**config.mk**
```make
export PLATFORM = sky130hd
export DESIGN_NAME = mul_div_unit
export DESIGN_NICKNAME = d
export VERILOG_FILES = /design/src/rtl/mdu_pkg.sv /design/src/rtl/mul_div_unit.sv
export SDC_FILE = /design/constraint.sdc
export NUM_CORES = 1
export LEC_CHECK = 0
export ABC_AREA = 1
export BUFFER_PORTS_ARGS = -buffer_cell sky130_fd_sc_hd__buf_2
export CORE_MARGIN = 8
export CORE_UTILIZATION = 53
export DETAILED_ROUTE_END_ITERATION = 8
export GPL_ROUTABILITY_DRIVEN = 0
export PLACE_DENSITY = 0.72
export SETUP_SLACK_MARGIN = 0.5
export SLEW_MARGIN = 10
export SYNTH_ARGS = -nofsm -noshare
export SYNTH_HDL_FRONTEND = slang
export SYNTH_SLANG_ARGS = --single-unit
```
**constraint.sdc**
```tcl
create_clock -name clk -period 3.4 [get_ports clk]
set_clock_uncertainty 0.1 [all_clocks]
set_input_delay 0.17 -clock clk [delete_from_list [all_inputs] [get_ports clk]]
set_output_delay 0.17 -clock clk [all_outputs]
set_load 0.03 [all_outputs]
```
**src/rtl/mdu_pkg.sv**
```systemverilog
// Shared constants and enumerations for the iterative multiply/divide unit.
package mdu_pkg;

    localparam int DATA_W = 8;
    localparam int ADDR_W = 3;
    localparam int ITERS  = 8;
    localparam int CNT_W  = 3;

    typedef enum logic [1:0] {
        OP_MUL  = 2'b00,
        OP_MULH = 2'b01,
        OP_DIV  = 2'b10,
        OP_REM  = 2'b11
    } op_e;

    typedef enum logic [1:0] {
        IDLE = 2'b00,
        RUN  = 2'b01,
        DONE = 2'b10
    } state_e;

    // Divide and remainder share the restoring-division iteration.
    function automatic logic is_div_op(input op_e o);
        return (o == OP_DIV) || (o == OP_REM);
    endfunction

endpackage

```
**src/rtl/mul_div_unit.sv**
```systemverilog
// Iterative 8-bit unsigned multiply / divide unit writing into a register file.
// One shared datapath: a 16-bit accumulator (product, or remainder in its low
// byte), an 8-bit shift register (multiplier, or dividend turning into the
// quotient) and a single 9-bit adder/subtractor. Eight iterations per op.
module mul_div_unit
    import mdu_pkg::*;
(
    input  logic                clk,
    input  logic                rst,
    input  logic                start,
    input  logic [1:0]          op,
    input  logic [DATA_W-1:0]   rs1_data,
    input  logic [DATA_W-1:0]   rs2_data,
    input  logic [ADDR_W-1:0]   rd_addr,
    output logic                busy,
    output logic                done,
    output logic                we3,
    output logic [ADDR_W-1:0]   wa3,
    output logic [DATA_W-1:0]   wd3
);

    state_e                 state_q, state_d;
    logic [CNT_W-1:0]       cnt_q, cnt_d;
    op_e                    op_q, op_d;
    logic [ADDR_W-1:0]      rd_q, rd_d;
    logic [DATA_W-1:0]      opb_q, opb_d;
    logic [2*DATA_W-1:0]    acc_q, acc_d;
    logic [DATA_W-1:0]      sh_q, sh_d;
    logic [DATA_W-1:0]      res_q, res_d;

    logic [DATA_W:0]        alu_a;
    logic [DATA_W:0]        alu_b;
    logic                   alu_sub;
    logic [DATA_W+1:0]      alu_y;
    logic [2*DATA_W-1:0]    acc_iter;
    logic [DATA_W-1:0]      sh_iter;
    logic [DATA_W-1:0]      iter_res;

    // One iteration of shift-add multiply or restoring divide on the shared adder.
    always_comb begin
        alu_a    = '0;
        alu_b    = '0;
        alu_sub  = 1'b0;
        acc_iter = acc_q;
        sh_iter  = sh_q;
        if (is_div_op(op_q)) begin
            // Shift the next dividend bit into the partial remainder and try
            // to subtract the divisor; the borrow decides the quotient bit.
            alu_a   = {acc_q[DATA_W-1:0], sh_q[DATA_W-1]};
            alu_b   = {1'b0, opb_q};
            alu_sub = 1'b1;
        end else begin
            // Add the multiplicand into the high half when the multiplier LSB is set.
            alu_a   = {1'b0, acc_q[2*DATA_W-1:DATA_W]};
            alu_b   = sh_q[0] ? {1'b0, opb_q} : '0;
        end
        alu_y = alu_sub ? ({1'b0, alu_a} - {1'b0, alu_b})
                        : ({1'b0, alu_a} + {1'b0, alu_b});
        if (is_div_op(op_q)) begin
            // A zero divisor never borrows, giving an all-ones quotient and the
            // dividend as remainder without any special casing.
            if (alu_y[DATA_W+1]) begin
                acc_iter = {{DATA_W{1'b0}}, alu_a[DATA_W-1:0]};
                sh_iter  = {sh_q[DATA_W-2:0], 1'b0};
            end else begin
                acc_iter = {{DATA_W{1'b0}}, alu_y[DATA_W-1:0]};
                sh_iter  = {sh_q[DATA_W-2:0], 1'b1};
            end
        end else begin
            acc_iter = {alu_y[DATA_W:0], acc_q[DATA_W-1:1]};
            sh_iter  = {1'b0, sh_q[DATA_W-1:1]};
        end
        unique case (op_q)
            OP_MUL:  iter_res = acc_iter[DATA_W-1:0];
            OP_MULH: iter_res = acc_iter[2*DATA_W-1:DATA_W];
            OP_DIV:  iter_res = sh_iter;
            default: iter_res = acc_iter[DATA_W-1:0];
        endcase
    end

    // Next-state logic, operand capture and DONE-cycle register-file write.
    always_comb begin
        state_d = state_q;
        cnt_d   = cnt_q;
        op_d    = op_q;
        rd_d    = rd_q;
        opb_d   = opb_q;
        acc_d   = acc_q;
        sh_d    = sh_q;
        res_d   = res_q;
        busy    = 1'b0;
        done    = 1'b0;
        we3     = 1'b0;
        wa3     = '0;
        wd3     = '0;
        unique case (state_q)
            IDLE: begin
                if (start) begin
                    op_d    = op_e'(op);
                    rd_d    = rd_addr;
                    opb_d   = rs2_data;
                    acc_d   = '0;
                    sh_d    = rs1_data;
                    cnt_d   = '0;
                    state_d = RUN;
                end
            end
            RUN: begin
                busy  = 1'b1;
                acc_d = acc_iter;
                sh_d  = sh_iter;
                cnt_d = cnt_q + CNT_W'(1);
                if (cnt_q == CNT_W'(ITERS - 1)) begin
                    res_d   = iter_res;
                    state_d = DONE;
                end
            end
            DONE: begin
                busy    = 1'b1;
                done    = 1'b1;
                we3     = (rd_q != '0);
                wa3     = rd_q;
                wd3     = res_q;
                state_d = IDLE;
            end
            default: begin
                state_d = IDLE;
            end
        endcase
    end

    // State and datapath registers; reset aborts any operation in flight.
    always_ff @(posedge clk or negedge rst) begin
        if (!rst) begin
            state_q <= IDLE;
            cnt_q   <= '0;
            op_q    <= OP_MUL;
            rd_q    <= '0;
            opb_q   <= '0;
            acc_q   <= '0;
            sh_q    <= '0;
            res_q   <= '0;
        end else begin
            state_q <= state_d;
            cnt_q   <= cnt_d;
            op_q    <= op_d;
            rd_q    <= rd_d;
            opb_q   <= opb_d;
            acc_q   <= acc_d;
            sh_q    <= sh_d;
            res_q   <= res_d;
        end
    end

endmodule

```
==> PnR_summary.wiki, run 1 <==
{| class="wikitable"
! Metric !! Value
|-
| Maxcap violations || 0
|-
| Post-Route Utilization || 0.6903
|-
| Dpl cell area || 0.003792 mm^2
|-
| Maximum number of pins on one net before global-route repair || 41
|-
| RR Startpoint || op_q[1]
|-
| Setup violation total in the final timing report || 0
|-
| Cell count of the worst reg-to-reg path || 18
|-
| Worst Slack Setup Final || 0.1029 ns
|-
| Initial standard-cell utilization of the core || 0.5468
|-
| Maximum level of the CTS H-tree || 2
|-
| GRT Residual Overflow || 0
|-
| Post-place setup slack || 0.07271 ns
|-
| Vias post-DR || 3,331
|-
| Die area || 0.009352 mm^2
|-
| Post-DP HPWL || 6.571 mm
|-
| Global-route wire length before repair || 15.59 mm
|-
| Detailed-route wire length per cell || 16.41 um
|-
| Number of clock sinks || 50
|-
| Endpoint of the most critical register-to-register path || res_q[4]
|-
| Count of antenna-violating nets left after detailed routing || 0
|-
| Aggregate routed wire length || 9.847 mm
|-
| Net count after synthesis || 498
|-
| Minimum clock period after layout || 3.297 ns
|-
| Cell-by-cell listing of the critical path || ha_2 -> nor2_4 -> buf_4 -> buf_8 -> buf_12 -> inv_1 -> nor2_1 -> xor2_1 -> ha_1 -> a21oi_1 -> nand2_1 -> a31oi_1 -> xor2_1 -> nor2_1 -> nand2_1 -> a21oi_1 -> nand2_1 -> nand2_1
|-
| Critical path data arrival time || 3.41 ns
|-
| Layout Cell Area excl Fill || 0.004358 mm^2
|-
| Average via count per standard cell || 5.552
|-
| Met3 usage in global routing || 0.04054
|-
| Clock slew seen by the registers of the worst setup and hold paths || 0.11 ns
|-
| Number of top-level design ports || 38
|-
| Setup repair after global routing missed its margin || yes
|-
| Nature of the critical path endpoint || flop
|-
| Highest attainable clock frequency || 303.3 MHz
|-
| Clock buffer count from CTS || 5
|-
| Number of placement rows || 29
|-
| Post-Syn Area per Cell || 7.570 um^2
|-
| Hold Path Class || in -> reg
|-
| Number of distinct library cells after synthesis || 36
|-
| Largest buffer count on any clock path || 2
|-
| Chip Width || 96.71 um
|-
| Number of cells on the worst hold path || 3
|-
| Stage delay of the slowest cell on the critical path || 0.45 ns
|-
| Count of state elements after synthesis || 50
|-
| Share of layout cells above drive strength 1 || 0.2925
|-
| Most common library cell in the layout ignoring fill and taps || sky130_fd_sc_hd__nand2_1
|-
| Post-route DRC violation count || 0
|-
| Total number of yosys warnings || 0
|-
| Diode insertion count for antenna repair || 0
|-
| Number of antenna violations at the first check in global routing || 0
|-
| DP Cell Count || 563
|-
| Required time of the critical path || 3.51 ns
|-
| Total number of nets in the final design || 564
|-
| Met2 GRT Util || 0.3203
|-
| Cell with the largest stage delay on the worst path || sky130_fd_sc_hd__dfrtp_2
|-
| Buf/Inv on CP || 4
|-
| Share of synthesized area occupied by flip-flops and latches || 0.3625
|-
| Run status || complete, no violations
|-
| First DRT Iteration DRCs || 211
|-
| GR Layer Usage met1 || 0.2536
|-
| CP Max Fanout || 6
|-
| Cell area after technology mapping || 0.003452 mm^2
|-
| Post-Syn Instances || 456
|-
| Worst Setup Path Type || reg -> reg
|-
| Final max-slew violation count || 0
|-
| Core region area || 0.006314 mm^2
|-
| Kind of cell adding the most delay to the critical path || simple AND/OR/NAND/NOR gates
|-
| Hold Crit Start || rs1_data[4]
|-
| Slew @ Worst Pin || 0.9435 ns
|-
| Area delta synth->final || 26.24%
|-
| Vias in the first global route || 3,264
|-
| Min-Delay Endpoint || sh_q[4]
|-
| Kind of start point of the critical path || flop
|-
| Endpoints failing hold || 0
|-
| Most heavily used metal layer in global routing || met2
|-
| Most common cell type on the critical path || sky130_fd_sc_hd__nand2_1
|-
| Register-to-register setup slack || 0.10 ns
|-
| Chip height || 96.71 um
|-
| Part of the cycle the worst path needs || 0.9697
|-
| Total Routing Usage GR || 0.1970
|-
| Leading cell types in the layout, fill and taps excluded || sky130_fd_sc_hd__nand2_1, sky130_fd_sc_hd__inv_1, sky130_fd_sc_hd__dfrtp_1, sky130_fd_sc_hd__buf_2, sky130_fd_sc_hd__o21ai_0
|-
| TritonCTS clock tree || done
|-
| Final cell count without fillers || 600
|-
| Number of fill cells in the layout || 524
|-
| Root Driver || sky130_fd_sc_hd__clkbuf_8
|-
| Number of buffers inserted by port buffering || 37
|-
| Worst max-slew margin expressed relative to the limit || 0.3710
|-
| Detailed-router iteration count before antenna repair || 5
|-
| Clock Latency Late Sink || 0.31 ns
|}
worst max path at each step:
stage | end | slack [ns] | depth (start not counted) | startpoint
finish | res_q[4] | 0.10 | 18 | op_q[1]
global placement | res_q[3] | 0.17 | 24 | op_q[0]
floorplan | res_q[7] | 0.26 | 25 | op_q[1]
CTS | res_q[2] | 0.23 | 23 | op_q[1]
detailed placement | res_q[3] | 0.07 | 24 | op_q[0]
global route | res_q[5] | -0.09 | 19 | op_q[0]
sequential cells by signal (all words and copies together) (netlist names):
| name | count |
|---|---|
| res_q | 8 |
| op_q | 2 |
| state_q | 2 |
| rd_q | 3 |
| cnt_q | 3 |
| opb_q | 8 |
| sh_q | 8 |
| acc_q | 16 |
what timing repair did:
item                       in CTS  in global routing
cloned                          2                  1
hold buffers                    9                  0
gates resized for setup        17                 28
hold endpoints to repair       47                  0
setup endpoints to repair      22                 23
buffers inserted               10                  7
pin swaps                      20                 21
per-layer routing:
layer / up-vias / part of all wire
met1: 1550 / 0.44
met4: 0 / 0.028
li1: 1626 / -
met2: 129 / 0.47
met5: - / 0
met3: 26 / 0.058
worst register-to-register path, delay by kind of cell (launching register included):
kind	cells	cell delay, ns
xor gates and xnor gates	2	0.55
buffers and inverters	4	0.45
adders and majority gates	2	0.48
AOI/OAI and AO/OA	3	0.47
DFF	1	0.45
and+or+nand+nor	7	0.72
cells by family after synthesis:
| logic type | synth area share |
|---|---|
| AO/OA/AOI/OAI | 0.1638 |
| XOR/XNOR | 0.02537 |
| adder cells (fa/ha/maj) | 0.06741 |
| buffers and inverters | 0.08843 |
| flip-flops | 0.3625 |
| multiplexers | 0.03262 |
| AND/OR/NAND/NOR | 0.2599 |
synthesized netlist by cell type:
library cell | n | share of area
sky130_fd_sc_hd__nand2_8 | 1 | 0.0058
sky130_fd_sc_hd__clkinv_1 | 1 | 0.0011
sky130_fd_sc_hd__buf_2 | 4 | 0.0058
sky130_fd_sc_hd__o21ai_2 | 6 | 0.015
sky130_fd_sc_hd__o211ai_1 | 3 | 0.0065
sky130_fd_sc_hd__inv_1 | 54 | 0.059
sky130_fd_sc_hd__buf_6 | 3 | 0.0098
sky130_fd_sc_hd__or2_2 | 2 | 0.0036
sky130_fd_sc_hd__a32o_1 | 2 | 0.0058
sky130_fd_sc_hd__clkbuf_1 | 12 | 0.013
sky130_fd_sc_hd__nor2_1 | 20 | 0.022
sky130_fd_sc_hd__nand2_1 | 130 | 0.14
sky130_fd_sc_hd__a21oi_1 | 26 | 0.038
sky130_fd_sc_hd__nand3_2 | 3 | 0.0087
sky130_fd_sc_hd__o32ai_1 | 1 | 0.0025
sky130_fd_sc_hd__fa_1 | 1 | 0.0058
sky130_fd_sc_hd__xor2_1 | 7 | 0.018
sky130_fd_sc_hd__nor2_4 | 2 | 0.0065
sky130_fd_sc_hd__nand3_1 | 21 | 0.030
sky130_fd_sc_hd__a22oi_1 | 1 | 0.0022
sky130_fd_sc_hd__dfrtp_1 | 50 | 0.36
sky130_fd_sc_hd__o22ai_1 | 7 | 0.013
sky130_fd_sc_hd__nor2_2 | 1 | 0.0018
sky130_fd_sc_hd__nand3b_1 | 1 | 0.0022
sky130_fd_sc_hd__a21oi_2 | 1 | 0.0025
sky130_fd_sc_hd__a22o_1 | 4 | 0.010
sky130_fd_sc_hd__ha_1 | 17 | 0.062
sky130_fd_sc_hd__o31ai_1 | 1 | 0.0022
sky130_fd_sc_hd__o21ai_1 | 7 | 0.010
sky130_fd_sc_hd__xnor2_1 | 3 | 0.0076
sky130_fd_sc_hd__a31oi_1 | 3 | 0.0054
sky130_fd_sc_hd__mux2_2 | 10 | 0.033
sky130_fd_sc_hd__nand4_1 | 3 | 0.0054
sky130_fd_sc_hd__o21ai_0 | 35 | 0.051
sky130_fd_sc_hd__nand2_2 | 7 | 0.013
sky130_fd_sc_hd__nand2_4 | 6 | 0.020
cell type report:
cell class / count / area [um^2] / area share
Clock inverter: 3 / 23.77 / 0.005455
Clock buffer: 5 / 68.82 / 0.01579
Sequential cell: 50 / 1252 / 0.2874
Tap cell: 77 / 96.34 / 0.02211
Timing Repair Buffer: 78 / 601.8 / 0.1381
Inverter: 55 / 206.4 / 0.04737
Multi-Input combinational cell: 332 / 2108 / 0.4838
metrics by stage:
| step | hold slack, ns | setup TNS, ns |
|---|---|---|
| 6_report | 0.006296 | 0 |
| 5_1_grt | 0.01454 | -0.6970 |
| 4_1_cts | 0.001926 | 0 |
| 3_5_place_dp | 0.2724 | 0 |
| 3_3_place_gp | 0.2602 | 0 |
| 2_1_floorplan | -0.2256 | 0 |
Power of run 1 is left out: the tool's default activity adds up to more than one toggle a clock period on the data nets, which glitch-free logic cannot reach.
==> inputs of run 2 (changes only) <==
--- a/config.mk
+++ b/config.mk
@@ -7,11 +7,13 @@
 export LEC_CHECK = 0
 export ABC_AREA = 1
 export BUFFER_PORTS_ARGS = -buffer_cell sky130_fd_sc_hd__buf_2
+export CELL_PAD_IN_SITES_DETAIL_PLACEMENT = 1
+export CELL_PAD_IN_SITES_GLOBAL_PLACEMENT = 1
 export CORE_MARGIN = 8
-export CORE_UTILIZATION = 53
+export CORE_UTILIZATION = 39
 export DETAILED_ROUTE_END_ITERATION = 8
 export GPL_ROUTABILITY_DRIVEN = 0
-export PLACE_DENSITY = 0.72
+export PLACE_DENSITY = 0.86
 export SETUP_SLACK_MARGIN = 0.5
 export SLEW_MARGIN = 10
 export SYNTH_ARGS = -nofsm -noshare
==> PnR_summary.wiki, run 2 (synthesis gave the netlist of run 1 again) <==
{| class="wikitable"
! Metric !! Value
|-
| Chip height || 110.1 um (+14%)
|-
| Number of fill cells in the layout || 1,061 (+100%)
|-
| Count of antenna-violating nets left after detailed routing || 0 (unchanged)
|-
| Hold Crit Start || rd_addr[2]
|-
| Number of top-level design ports || 38 (unchanged)
|-
| Initial standard-cell utilization of the core || 0.3997 (-0.1470)
|-
| Chip Width || 110.1 um (+14%)
|-
| GRT Residual Overflow || 0 (unchanged)
|-
| Minimum clock period after layout || 3.510 ns (+0.2128 ns)
|-
| Total area of multi-input combinational cells || 0.002221 mm^2 (+5.3%)
|-
| Detailed-route wire length per cell || 20.30 um (+24%)
|-
| Worst max-slew margin expressed relative to the limit || 0.5468 (+0.1758)
|-
| Maximum number of pins on one net before global-route repair || 28 (-32%)
|-
| Core region area || 0.008636 mm^2 (+37%)
|-
| Flip-flop count of the largest register after layout || 16 (unchanged)
|-
| Cell count of the worst reg-to-reg path || 25 (+7)
|-
| Number of antenna violations at the first check in global routing || 0 (unchanged)
|-
| Post-DP HPWL || 7.809 mm (+19%)
|-
| Number of buffers inserted by port buffering || 37 (unchanged)
|-
| Run status || finished, violations left
|-
| Setup repair after global routing missed its margin || yes
|-
| Root Driver || sky130_fd_sc_hd__clkbuf_8
|-
| Global-route wire length before repair || 18.99 mm (+22%)
|-
| Required time of the critical path || 3.55 ns (+0.04 ns)
|-
| Largest register by flop count || acc_q
|-
| Number of cells on the worst hold path || 2 (-1)
|-
| Critical path data arrival time || 3.66 ns (+0.25 ns)
|-
| Leading cell types in the layout, fill and taps excluded || sky130_fd_sc_hd__nand2_1, sky130_fd_sc_hd__inv_1, sky130_fd_sc_hd__dfrtp_1, sky130_fd_sc_hd__buf_2, sky130_fd_sc_hd__buf_4
|-
| Nature of the critical path endpoint || flop
|-
| Most heavily used metal layer in global routing || met2
|-
| Number of placement rows || 34 (+17%)
|-
| Kind of start point of the critical path || flop
|-
| Hold Path Class || in -> reg
|-
| Share of layout cells above drive strength 1 || 0.3295 (+0.03700)
|-
| Diode insertion count for antenna repair || 0 (unchanged)
|-
| Total Routing Usage GR || 0.1987 (+0.001703)
|-
| Setup tns final || -0.3783 ns (-0.3783 ns)
|-
| Endpoints failing hold || 0 (unchanged)
|-
| Area delta synth->final || 30.92%
|-
| Highest attainable clock frequency || 284.9 MHz (-6.1%)
|-
| Slew @ Worst Pin || 0.6790 ns (-0.2645 ns)
|-
| Part of the cycle the worst path needs || 1.032 (+0.06258)
|-
| Detailed-router iteration count before antenna repair || 4 (-1)
|-
| Violations in the final reports || negative setup slack
|-
| Die area || 0.01212 mm^2 (+30%)
|-
| Number of clock sinks || 50 (unchanged)
|-
| Post-route DRC violation count || 0 (unchanged)
|-
| First DRT Iteration DRCs || 220 (+4.3%)
|-
| Worst Setup Path Type || reg -> reg
|-
| Register-to-register setup slack || -0.11 ns (-0.21 ns)
|-
| Min-Delay Endpoint || rd_q[2]
|-
| Setup violation total in the final timing report || 8 (+8)
|-
| Most common library cell in the layout ignoring fill and taps || sky130_fd_sc_hd__nand2_1
|-
| Total number of nets in the final design || 569 (+0.89%)
|-
| Endpoint of the most critical register-to-register path || res_q[7]
|-
| Met2 GRT Util || 0.3549 (+0.03457)
|-
| GR Layer Usage met1 || 0.2372 (-0.01635)
|-
| Clock Latency Late Sink || 0.32 ns (about the same)
|-
| Maximum level of the CTS H-tree || 2 (unchanged)
|-
| Vias in the first global route || 3,780 (+16%)
|-
| Met3 usage in global routing || 0.03314 (-0.007401)
|-
| Aggregate routed wire length || 12.91 mm (+31%)
|-
| Total area of sequential cells || 0.001252 mm^2 (unchanged)
|-
| TritonCTS clock tree || done
|-
| Final max-slew violation count || 0 (unchanged)
|-
| Maxcap violations || 0 (unchanged)
|-
| RR Startpoint || op_q[0]
|-
| Average via count per standard cell || 5.571 (+0.34%)
|-
| Largest buffer count on any clock path || 2 (unchanged)
|-
| Vias post-DR || 3,543 (+6.4%)
|-
| Clock buffer count from CTS || 5 (unchanged)
|-
| Clock slew seen by the registers of the worst setup and hold paths || 0.10 ns (about the same)
|-
| Worst Slack Setup Final || -0.1099 ns (-0.2128 ns)
|-
| CP Max Fanout || 8 (+2)
|}
[run 2: worst max path at each step]
stage	from	end	cells past startpoint	slack, ns
after floorplan	op_q[1]	res_q[7]	25	0.26
final	op_q[0]	res_q[7]	25	-0.11
after global routing	op_q[0]	res_q[7]	25	-0.28
after global placement	op_q[0]	res_q[7]	23	0.14
after CTS	op_q[1]	acc_q[4]	23	0.13
after detailed placement	op_q[0]	acc_q[4]	24	-0.06
[run 2: cell type report]
cell class                 instances  area share
multi-input combinational        332      0.4914
sequential                        50      0.2771
clock buffer                       7     0.01910
inverter                          55     0.04568
timing repair buffer              83      0.1348
tap                              108     0.02990
clock inverter                     1    0.001938
[run 2: stage by stage]
stage / std cells / worst slack, ns / cell area [um^2] / hold WS (ns) / util
after global placement: 595 / 0.1370 / 3826 / 0.09947 / 0.4431
final: 636 / -0.1099 / 4519 / 0.008930 / 0.5233
after floorplan: 456 / 0.2627 / 3516 / -0.2256 / -
after detailed placement: 595 / -0.05524 / 3826 / 0.1020 / 0.4431
after global routing: 636 / -0.2766 / 4519 / 0.009398 / 0.5233
after CTS: 627 / 0.1317 / 4230 / 0.009173 / 0.4899
[run 2: worst max-delay path, cell delays in order, from the launching register on]
cell and delay [ns]:
sky130_fd_sc_hd__dfrtp_1 0.41, sky130_fd_sc_hd__inv_2 0.07, sky130_fd_sc_hd__ha_4 0.17, sky130_fd_sc_hd__nor2_4 0.16, sky130_fd_sc_hd__nand2_4 0.13, sky130_fd_sc_hd__nand2_4 0.13, sky130_fd_sc_hd__ha_4 0.16, sky130_fd_sc_hd__nand2_4 0.06
sky130_fd_sc_hd__o21ai_2 0.12, sky130_fd_sc_hd__xor2_1 0.23, sky130_fd_sc_hd__ha_1 0.31, sky130_fd_sc_hd__nand2_1 0.09, sky130_fd_sc_hd__nand2_1 0.07, sky130_fd_sc_hd__a21oi_2 0.15, sky130_fd_sc_hd__nand2_2 0.08, sky130_fd_sc_hd__nand2_2 0.09
sky130_fd_sc_hd__nand2_2 0.07, sky130_fd_sc_hd__nand2_4 0.11, sky130_fd_sc_hd__nand2_8 0.13, sky130_fd_sc_hd__nand2_8 0.11, sky130_fd_sc_hd__nand3_2 0.09, sky130_fd_sc_hd__nand2_2 0.11, sky130_fd_sc_hd__nand2_2 0.07, sky130_fd_sc_hd__nand2_1 0.07
sky130_fd_sc_hd__nand2_1 0.06, sky130_fd_sc_hd__nand2_1 0.08
[run 2: layer usage]
metal	vias up	wire, um	part of all wire
met5	-	0	0
met4	0	478	0.037
met3	36	574	0.044
met2	122	6664	0.52
met1	1765	5191	0.40
li1	1620	-	-
[run 2: what timing repair did]
| action | CTS | global route |
|---|---|---|
| gates cloned | 0 | 1 |
| resized for setup | 26 | 46 |
| endpoints found under the hold margin | 34 | 0 |
| pin swaps | 24 | 22 |
| hold buffers | 10 | 0 |
| setup endpoints to repair | 23 | 23 |
| buffers inserted | 14 | 8 |
Power of run 2 is left out for the same reason.
